--- config.mk ---
export PLATFORM = sky130hd
export DESIGN_NAME = mem_port_arbiter
export DESIGN_NICKNAME = d
export VERILOG_FILES = /design/src/rtl/mem_port_arbiter.sv
export SDC_FILE = /design/constraint.sdc
export NUM_CORES = 1
export LEC_CHECK = 0
export ABC_AREA = 1
export CORE_AREA = 2 2 121 123
export DETAILED_ROUTE_END_ITERATION = 6
export DIE_AREA = 0 0 123 125
export PLACE_DENSITY = 0.52
export RECOVER_POWER = 50
export SLEW_MARGIN = 20
export SYNTH_ARGS = -nofsm -noshare
export SYNTH_HDL_FRONTEND = slang
export SYNTH_SLANG_ARGS = --single-unit
--- constraint.sdc ---
create_clock -name CLK -period 1.91 [get_ports CLK]
set_clock_uncertainty 0.15 [all_clocks]
set_input_delay 0.382 -clock CLK [delete_from_list [all_inputs] [get_ports CLK]]
set_output_delay 0.382 -clock CLK [all_outputs]
set_load 0.02 [all_outputs]
--- src/rtl/mem_port_arbiter.sv ---
// mem_port_arbiter: round-robin line-fill arbiter between L1I and L1D sharing one memory port.
// Optional stall watchdog enabled by defining ARB_TIMEOUT_EN.
`timescale 1ns/1ps
`default_nettype none

module mem_port_arbiter #(
  parameter int WORDS_PER_LINE = 8,
  parameter int TIMEOUT_CYCLES = 255
) (
  input  logic        CLK,
  input  logic        RST_N,
  input  logic        REQ_I,
  input  logic [31:0] ADDR_I,
  input  logic        REQ_D,
  input  logic [31:0] ADDR_D,
  output logic        GNT_I,
  output logic        GNT_D,
  output logic        MEM_VALID,
  output logic [31:0] MEM_ADDR,
  input  logic        MEM_READY,
  input  logic [31:0] MEM_DATA,
  input  logic        MEM_WORD_VALID,
  input  logic [2:0]  MEM_WORD_IDX,
  output logic [31:0] FILL_DATA,
  output logic [2:0]  FILL_IDX,
  output logic        FILL_WE_I,
  output logic        FILL_WE_D,
  output logic        DONE_I,
  output logic        DONE_D,
  output logic        ERR
);

  typedef enum logic [1:0] {
    S_IDLE = 2'd0,
    S_ADDR = 2'd1,
    S_FILL = 2'd2,
    S_DONE = 2'd3
  } state_t;

  localparam logic [31:0] LINE_MASK = ~(32'(WORDS_PER_LINE) - 32'd1);
  localparam logic [2:0]  LAST_IDX  = 3'(WORDS_PER_LINE - 1);
  localparam int          STALL_W   = $clog2(TIMEOUT_CYCLES + 1);
  localparam logic [STALL_W-1:0] STALL_LIMIT = STALL_W'(TIMEOUT_CYCLES - 1);

`ifdef ARB_TIMEOUT_EN
  localparam bit TO_EN = 1'b1;
`else
  localparam bit TO_EN = 1'b0;
`endif

  state_t             state_q;
  logic               last_d_q;   // 1: L1D was served last, 0: L1I
  logic [2:0]         cnt_q;
  logic [STALL_W-1:0] stall_q;
  logic               gnt_i_q, gnt_d_q, mem_valid_q;
  logic [31:0]        mem_addr_q, fill_data_q;
  logic [2:0]         fill_idx_q;
  logic               fill_we_i_q, fill_we_d_q, done_i_q, done_d_q, err_q;

  logic               w_accept, w_progress, w_timeout, w_pick_d;
  logic [STALL_W-1:0] w_stall_inc;

  assign w_accept    = (state_q == S_FILL) && MEM_WORD_VALID && (MEM_WORD_IDX == cnt_q);
  assign w_progress  = ((state_q == S_ADDR) && MEM_READY) || w_accept;
  assign w_timeout   = TO_EN && ((state_q == S_ADDR) || (state_q == S_FILL)) &&
                       !w_progress && (stall_q == STALL_LIMIT);
  assign w_pick_d    = REQ_D && (!REQ_I || !last_d_q);
  // Without the watchdog the counter never leaves zero and folds away.
  assign w_stall_inc = TO_EN ? (stall_q + STALL_W'(1)) : '0;

  always_ff @(posedge CLK or negedge RST_N) begin
    if (!RST_N) begin
      state_q     <= S_IDLE;
      last_d_q    <= 1'b0;
      cnt_q       <= '0;
      stall_q     <= '0;
      gnt_i_q     <= 1'b0;
      gnt_d_q     <= 1'b0;
      mem_valid_q <= 1'b0;
      mem_addr_q  <= '0;
      fill_data_q <= '0;
      fill_idx_q  <= '0;
      fill_we_i_q <= 1'b0;
      fill_we_d_q <= 1'b0;
      done_i_q    <= 1'b0;
      done_d_q    <= 1'b0;
      err_q       <= 1'b0;
    end else begin
      fill_we_i_q <= 1'b0;
      fill_we_d_q <= 1'b0;
      done_i_q    <= 1'b0;
      done_d_q    <= 1'b0;
      err_q       <= 1'b0;
      if (w_timeout) begin
        state_q     <= S_IDLE;
        gnt_i_q     <= 1'b0;
        gnt_d_q     <= 1'b0;
        mem_valid_q <= 1'b0;
        err_q       <= 1'b1;
        cnt_q       <= '0;
        stall_q     <= '0;
      end else begin
        case (state_q)
          S_IDLE: begin
            if (REQ_I || REQ_D) begin
              state_q     <= S_ADDR;
              gnt_d_q     <= w_pick_d;
              gnt_i_q     <= !w_pick_d;
              last_d_q    <= w_pick_d;
              mem_valid_q <= 1'b1;
              mem_addr_q  <= (w_pick_d ? ADDR_D : ADDR_I) & LINE_MASK;
              cnt_q       <= '0;
              stall_q     <= '0;
            end
          end
          S_ADDR: begin
            if (MEM_READY) begin
              mem_valid_q <= 1'b0;
              state_q     <= S_FILL;
              stall_q     <= '0;
            end else begin
              stall_q <= w_stall_inc;
            end
          end
          S_FILL: begin
            if (w_accept) begin
              fill_data_q <= MEM_DATA;
              fill_idx_q  <= cnt_q;
              fill_we_i_q <= gnt_i_q;
              fill_we_d_q <= gnt_d_q;
              stall_q     <= '0;
              if (cnt_q == LAST_IDX) begin
                state_q  <= S_DONE;
                done_i_q <= gnt_i_q;
                done_d_q <= gnt_d_q;
                gnt_i_q  <= 1'b0;
                gnt_d_q  <= 1'b0;
                cnt_q    <= '0;
              end else begin
                cnt_q <= cnt_q + 3'd1;
              end
            end else begin
              stall_q <= w_stall_inc;
            end
          end
          default: state_q <= S_IDLE;
        endcase
      end
    end
  end

  assign GNT_I     = gnt_i_q;
  assign GNT_D     = gnt_d_q;
  assign MEM_VALID = mem_valid_q;
  assign MEM_ADDR  = mem_addr_q;
  assign FILL_DATA = fill_data_q;
  assign FILL_IDX  = fill_idx_q;
  assign FILL_WE_I = fill_we_i_q;
  assign FILL_WE_D = fill_we_d_q;
  assign DONE_I    = done_i_q;
  assign DONE_D    = done_d_q;
  assign ERR       = err_q;

endmodule

`default_nettype wire

== Word-level counts from Yosys, hierarchy flattened ==
Cells that the tools add are included.
Word-level totals
  register bits: 77
  input bits: 105
  output and inout bits: 75
Cells by class
  equal/unequal tests: 8
  add/subtract/negate cells: 1
  muxes and demuxes: 29
  reduce and logical (&&, ||, !) cells: 17
Operators by type and width (number)
  $mux 32: 1
  $mux 1: 16
  $mux 3: 3
  $mux 2: 4
  $reduce_and 4->1: 2
  $ne 2x2->1 const B: 3
  $pmux 1 s2: 3
  $pmux 2 s3: 1
  $pmux 3 s2: 1
  $reduce_and 3->1: 2
  $reduce_and 2->1: 2
  $reduce_bool 2->1: 2
  $add 3x1->3 const B: 1
  $eq 3x3->1: 1
  $eq 3x3->1 const B: 1
  $logic_and 1x1->1: 3
  $logic_not 1->1: 3
  $eq 2x1->1 const B: 1
  $eq 2x2->1 const B: 1
  $logic_not 2->1: 1
  $logic_or 1x1->1: 2
  $ne 2x1->1 const B: 1

== Longest topological paths before layout ==
  depth in word-level cells: 6
  mapped depth: 11

== Worst setup path before layout ==
Ideal clock, no wire load.
  kind: flip-flop to flip-flop
  from: register state_q[0]
  to: register state_q[0]
  data required time: 1.639 ns
  stages on the path, launching flop included: 12
  setup slack: 0.187 ns
  library setup time: 0.121 ns
  period minus slack after synthesis: 1.723 ns
  data arrival time: 1.452 ns
  cell sequence: dfrtp_1 -> inv_1 -> ha_1 -> nand2_1 -> inv_1 -> nand2_1 -> nor2_4 -> nand2_4 -> nand2_4 -> nand2_2 -> nand2_1 -> o21ai_2
Between the ends
  cells in the longest elaborated chain, start to end: 5
RTL lines
  from (decl): RTL line 51  | state_t state_q;
  from (signal assigned): RTL line 73  | state_q <= S_IDLE;
  from (signal assigned): RTL line 95  | state_q <= S_IDLE;
  from (signal assigned): RTL line 106  | state_q <= S_ADDR;
  $eq 2x2->1: RTL line 63, 103
  $logic_and 1x1->1 (2 in series): RTL line 63  | assign w_accept = (state_q == S_FILL) && MEM_WORD_VALID && (MEM_WORD_IDX == cnt_q);
  $ne 2x2->1 (no source line)
  $reduce_and 4->1 (no source line)
Several ways; a longest one is shown, not always the timed one.
A chain may end at the register's enable or synchronous reset.

== Worst setup path in the final report ==
  from: register mem_addr_q[23], in the netlist MEM_ADDR[23]
  to: output port MEM_ADDR[23]
RTL lines
  from (decl): RTL line 56  | logic [31:0] mem_addr_q, fill_data_q;
  from (signal assigned): RTL line 111  | mem_addr_q <= (w_pick_d ? ADDR_D : ADDR_I) & LINE_MASK;
  to (decl): RTL line 19  | output logic [31:0] MEM_ADDR,
No word-level cell between the ends.

==> flow_summary_export.csv <==
group,metric,value,unit
synthesis,synthXorXnorAreaFrac,0,%
die,die_w,123,µm
grt,grt_pass1_vias,3389,
clock_network,cts-buffers-inserted,9,
final_layout,areaGrowthSynthToFinish,65.76,%
synthesis,post-synth-top-area-cell,"sky130_fd_sc_hd__dfrtp_1",
sta,hold_violations,0,
sta,slew_viol_final,0,
job,drv_cap,0,
die,die_h,125,µm
critical_path,worst-path-buf-inv,1,
critical_path,timing_worst_setup_path_type,"reg -> out",
drt,via_count_of_the_routed_design,3274,
synthesis,largest_family_of_logic_cells_by_synthesized_area,"simple AND/OR/NAND/NOR gates",
critical_path,crit_path_end_kind,"output pin",
drt,postRouteWirelength,10300,µm
sta,worst_pin_slew,0.5422,ns
clock_network,tritoncts,"yes",
synthesis,post_synth_mux_area_share,0,%
clock_network,clock_insertion_delay_worst_skew,0.34,ns
final_layout,fill_cells,1461,
sta,timing.final.crit_share,97.07,%
synthesis,area_fraction_in_compound_gates_after_synthesis,10.68,%
sta,fmax,539.4,MHz
sta,min_period,1.854,ns
clock_network,clk_pin_slew,0.06,ns
critical_path,crit_arrival,1.32,ns
critical_path,cp.required,1.38,ns
die,floorplan.die_area,0.01538,mm²
clock_network,clk_root_buffer_cell,"sky130_fd_sc_hd__clkbuf_16",
final_layout,final_nets,688,
placement,hpwlAfterDp,7322,µm
grt,grt_total_usage,13.74,%
drt,routed_length_per_placed_instance,13.44,µm
drt,detail_route.vias_per_cell,4.274,
critical_path,worst-path-max-fanout,2,
final_layout,layout.cells.non_filler,766,
clock_network,cts_num_sinks,77,
synthesis,synth.cell_area,0.003446,mm²
critical_path,setup.worst_path.start_class,"flop",
die,pin_count,180,
final_layout,design_area,0.005712,mm²
run_status,status,"finished, final reports clean",
synthesis,synthAdderAreaFrac,2.179,%
drt,drc,0,
synthesis,ys_top_cells_by_area,"sky130_fd_sc_hd__dfrtp_1 56%, sky130_fd_sc_hd__nand2_1 13%, sky130_fd_sc_hd__o21ai_0 8.1%",
sta,worst_relative_slew_slack,63.85,%
critical_path,crit_path_cell_trace,"clkdlybuf4s50_1",
synthesis,yosys.cell_types.count,24,
placement,detailed_place.area,0.005434,mm²
grt,grt_start_max_net_pins,42,
die,initial_core_util,24.26,%
final_layout,antenna-diode-count,0,
power_and_ir_drop,power.density,1523,mW/mm²
grt,antenna_violations_before_repair,0,
critical_path,delay_of_the_slowest_cell_on_the_worst_path,0.62,ns
synthesis,ys_seq_elements,77,
critical_path,dominant_delay_contributor_by_cell_family_on_the_critical_path,"buffers and inverters",
clock_network,cts.htree.levels,3,
clock_network,largest_buffer_count_on_any_clock_path,2,
synthesis,yosysTopAreaCellShare,55.92,%
synthesis,netlist_instances,401,
grt,grt_remaining_overflow,0,
synthesis,yosys.area_share.simple,25.20,%
power_and_ir_drop,power.ir.vdd_worst,663.7,µV
power_and_ir_drop,p_leak,2.594,nW
synthesis,avgSynthCellArea,8.593,µm²
grt,grt_first_pass_wirelength,16530,µm
synthesis,synth_warnings,0,
placement,gpl.final_weighted_congestion,0.7588,
sta,report.final.setup_viol,0,
die,placement_rows,44,
hold_path,worstHoldPathType,"reg -> reg",
placement,placedCellCount,749,
final_layout,post_route_cells_drive_above_1_share,8.247,%
synthesis,seq_area_frac_synth,55.92,%
drt,drtAntennaViolNets,0,
critical_path,critPathSlowestCell,"sky130_fd_sc_hd__clkdlybuf4s50_1",
drt,drtPass1Iterations,4,
drt,drt_iter0_markers,108,
placement,place.port_buffers,169,
die,core,0.01420,mm²
-- routing by layer --
metal	share of wire [%]	GRT usage (%)	routed length, µm	vias up
met1	44	16.63	4530	1490
li1	-	-	-	1638
met4	1.7	5.615	178	0
met5	0	0	0	-
met2	44	21.74	4549	133
met3	10	5.383	1038	13
-- final cells by class --
type	instances	area, µm²	share of cell area (%)
clock buffers	13	270.3	4.732
clock inverters	3	42.54	0.7448
inverters	17	63.81	1.117
multi-input cells	284	1339	23.44
flip-flops and latches	77	1927	33.73
well taps	184	230.2	4.031
repair buffers	188	1839	32.20
-- cell usage in the layout, fill, tap and decap left out --
| cell type | Yosys | routed |
|---|---|---|
| sky130_fd_sc_hd__nand2_4 | 3 | 3 |
| sky130_fd_sc_hd__o21ai_0 | 56 | 56 |
| sky130_fd_sc_hd__nor2_2 | 1 | 1 |
| sky130_fd_sc_hd__inv_1 | 16 | 16 |
| sky130_fd_sc_hd__buf_4 | 4 | 11 |
| sky130_fd_sc_hd__nand2_2 | 1 | 1 |
| sky130_fd_sc_hd__ha_1 | 6 | 5 |
| sky130_fd_sc_hd__nor2_1 | 36 | 36 |
| sky130_fd_sc_hd__clkbuf_1 | 10 | 7 |
| sky130_fd_sc_hd__nand4_1 | 1 | 1 |
| sky130_fd_sc_hd__clkbuf_16 | 0 | 9 |
| sky130_fd_sc_hd__bufinv_16 | 0 | 1 |
| sky130_fd_sc_hd__o21ai_2 | 4 | 4 |
| sky130_fd_sc_hd__nor3b_1 | 1 | 1 |
| sky130_fd_sc_hd__clkinv_2 | 0 | 1 |
| sky130_fd_sc_hd__clkdlybuf4s50_1 | 0 | 162 |
| sky130_fd_sc_hd__inv_2 | 1 | 1 |
| sky130_fd_sc_hd__o21a_1 | 2 | 2 |
| sky130_fd_sc_hd__clkbuf_8 | 0 | 3 |
| sky130_fd_sc_hd__nor3_2 | 2 | 2 |
| sky130_fd_sc_hd__conb_1 | 1 | 4 |
| sky130_fd_sc_hd__dlygate4sd3_1 | 0 | 1 |
| sky130_fd_sc_hd__dfrtp_1 | 77 | 77 |
| sky130_fd_sc_hd__nand2_1 | 123 | 123 |
| sky130_fd_sc_hd__clkbuf_4 | 0 | 1 |
| sky130_fd_sc_hd__nor2_4 | 1 | 1 |
| sky130_fd_sc_hd__o21bai_1 | 1 | 1 |
| sky130_fd_sc_hd__clkinvlp_4 | 0 | 1 |
| sky130_fd_sc_hd__nand3_1 | 36 | 36 |
| sky130_fd_sc_hd__o21ai_1 | 6 | 6 |
| sky130_fd_sc_hd__clkbuf_2 | 0 | 3 |
| sky130_fd_sc_hd__buf_12 | 0 | 4 |
| sky130_fd_sc_hd__ha_4 | 0 | 1 |
-- kinds of logic after synthesis --
group | Yosys count
AND/OR/NAND/NOR | 205
flip-flops | 77
AO/OA/AOI/OAI | 69
buffers and inverters | 43
adder cells (fa/ha/maj) | 6
other | 1
-- cells in the mapped netlist, drive strengths merged --
library cell,n
nor3,2
conb,1
o21ai,66
ha,6
buf,16
nor3b,1
inv,17
o21a,2
nand4,1
nand2,127
nor2,38
dfrtp,77
nand3,36
clkbuf,10
o21bai,1
-- per-stage QoR --
stage	setup WS [ns]	hold WS (ns)	total power [mW]	TNS (ns)	util, %
3_3_place_gp	0.006242	0.1397	6.991	0	38.26
3_5_place_dp	-0.01676	0.1435	7.059	-0.09887	38.26
5_1_grt	-0.02034	0.3446	9.359	-0.04297	40.21
6_report	0.05599	0.3215	8.699	0	40.21
4_1_cts	0.001954	0.3157	8.919	0	40.53
2_1_floorplan	0.1867	-0.06359	4.906	0	-
-- worst min-delay path, cell delays in order, from the launching register on --
cell                      delay (ns)
sky130_fd_sc_hd__dfrtp_1        0.34
sky130_fd_sc_hd__nand2_1        0.05
sky130_fd_sc_hd__nand2_1        0.05
-- power breakdown --
| part | switching, mW | internal, mW |
|---|---|---|
| Clock | 0.677 | 1.12 |
| Sequential | 0.410 | 2.35 |
| Combinational | 2.27 | 1.87 |
| Total | 3.36 | 5.34 |
-- flip-flops by register name, summed over array words and instances, names as in the netlist --
name	cells
FILL_DATA	32
state_q	2
FILL_WE_I	1
last_d_q	1
MEM_VALID	1
FILL_IDX	3
MEM_ADDR	29
DONE_D	1
DONE_I	1
GNT_I	1
cnt_q	3
GNT_D	1
FILL_WE_D	1
-- timing repair --
item,4_1_cts,5_1_grt
setup buffers,0,0
endpoints found under the hold margin,18,0
hold buffers,1,0
endpoints found under the setup margin,0,49
resized for setup,0,8
-- final timing paths --
path | start | end | slack, ns | cells past startpoint
min reg2reg | FILL_DATA[22] | FILL_DATA[22] | 0.32 | 2
max in group asynchronous | RST_N | MEM_ADDR[13] | 0.27 | 3
min in group asynchronous | RST_N | MEM_ADDR[6] | 0.40 | 2
max | MEM_ADDR[23] | MEM_ADDR[23] | 0.06 | 1
max reg2reg | state_q[0] | FILL_IDX[2] | 0.14 | 10
min | FILL_DATA[22] | FILL_DATA[22] | 0.32 | 2
Note: power is estimated with default switching activity, not from simulation.
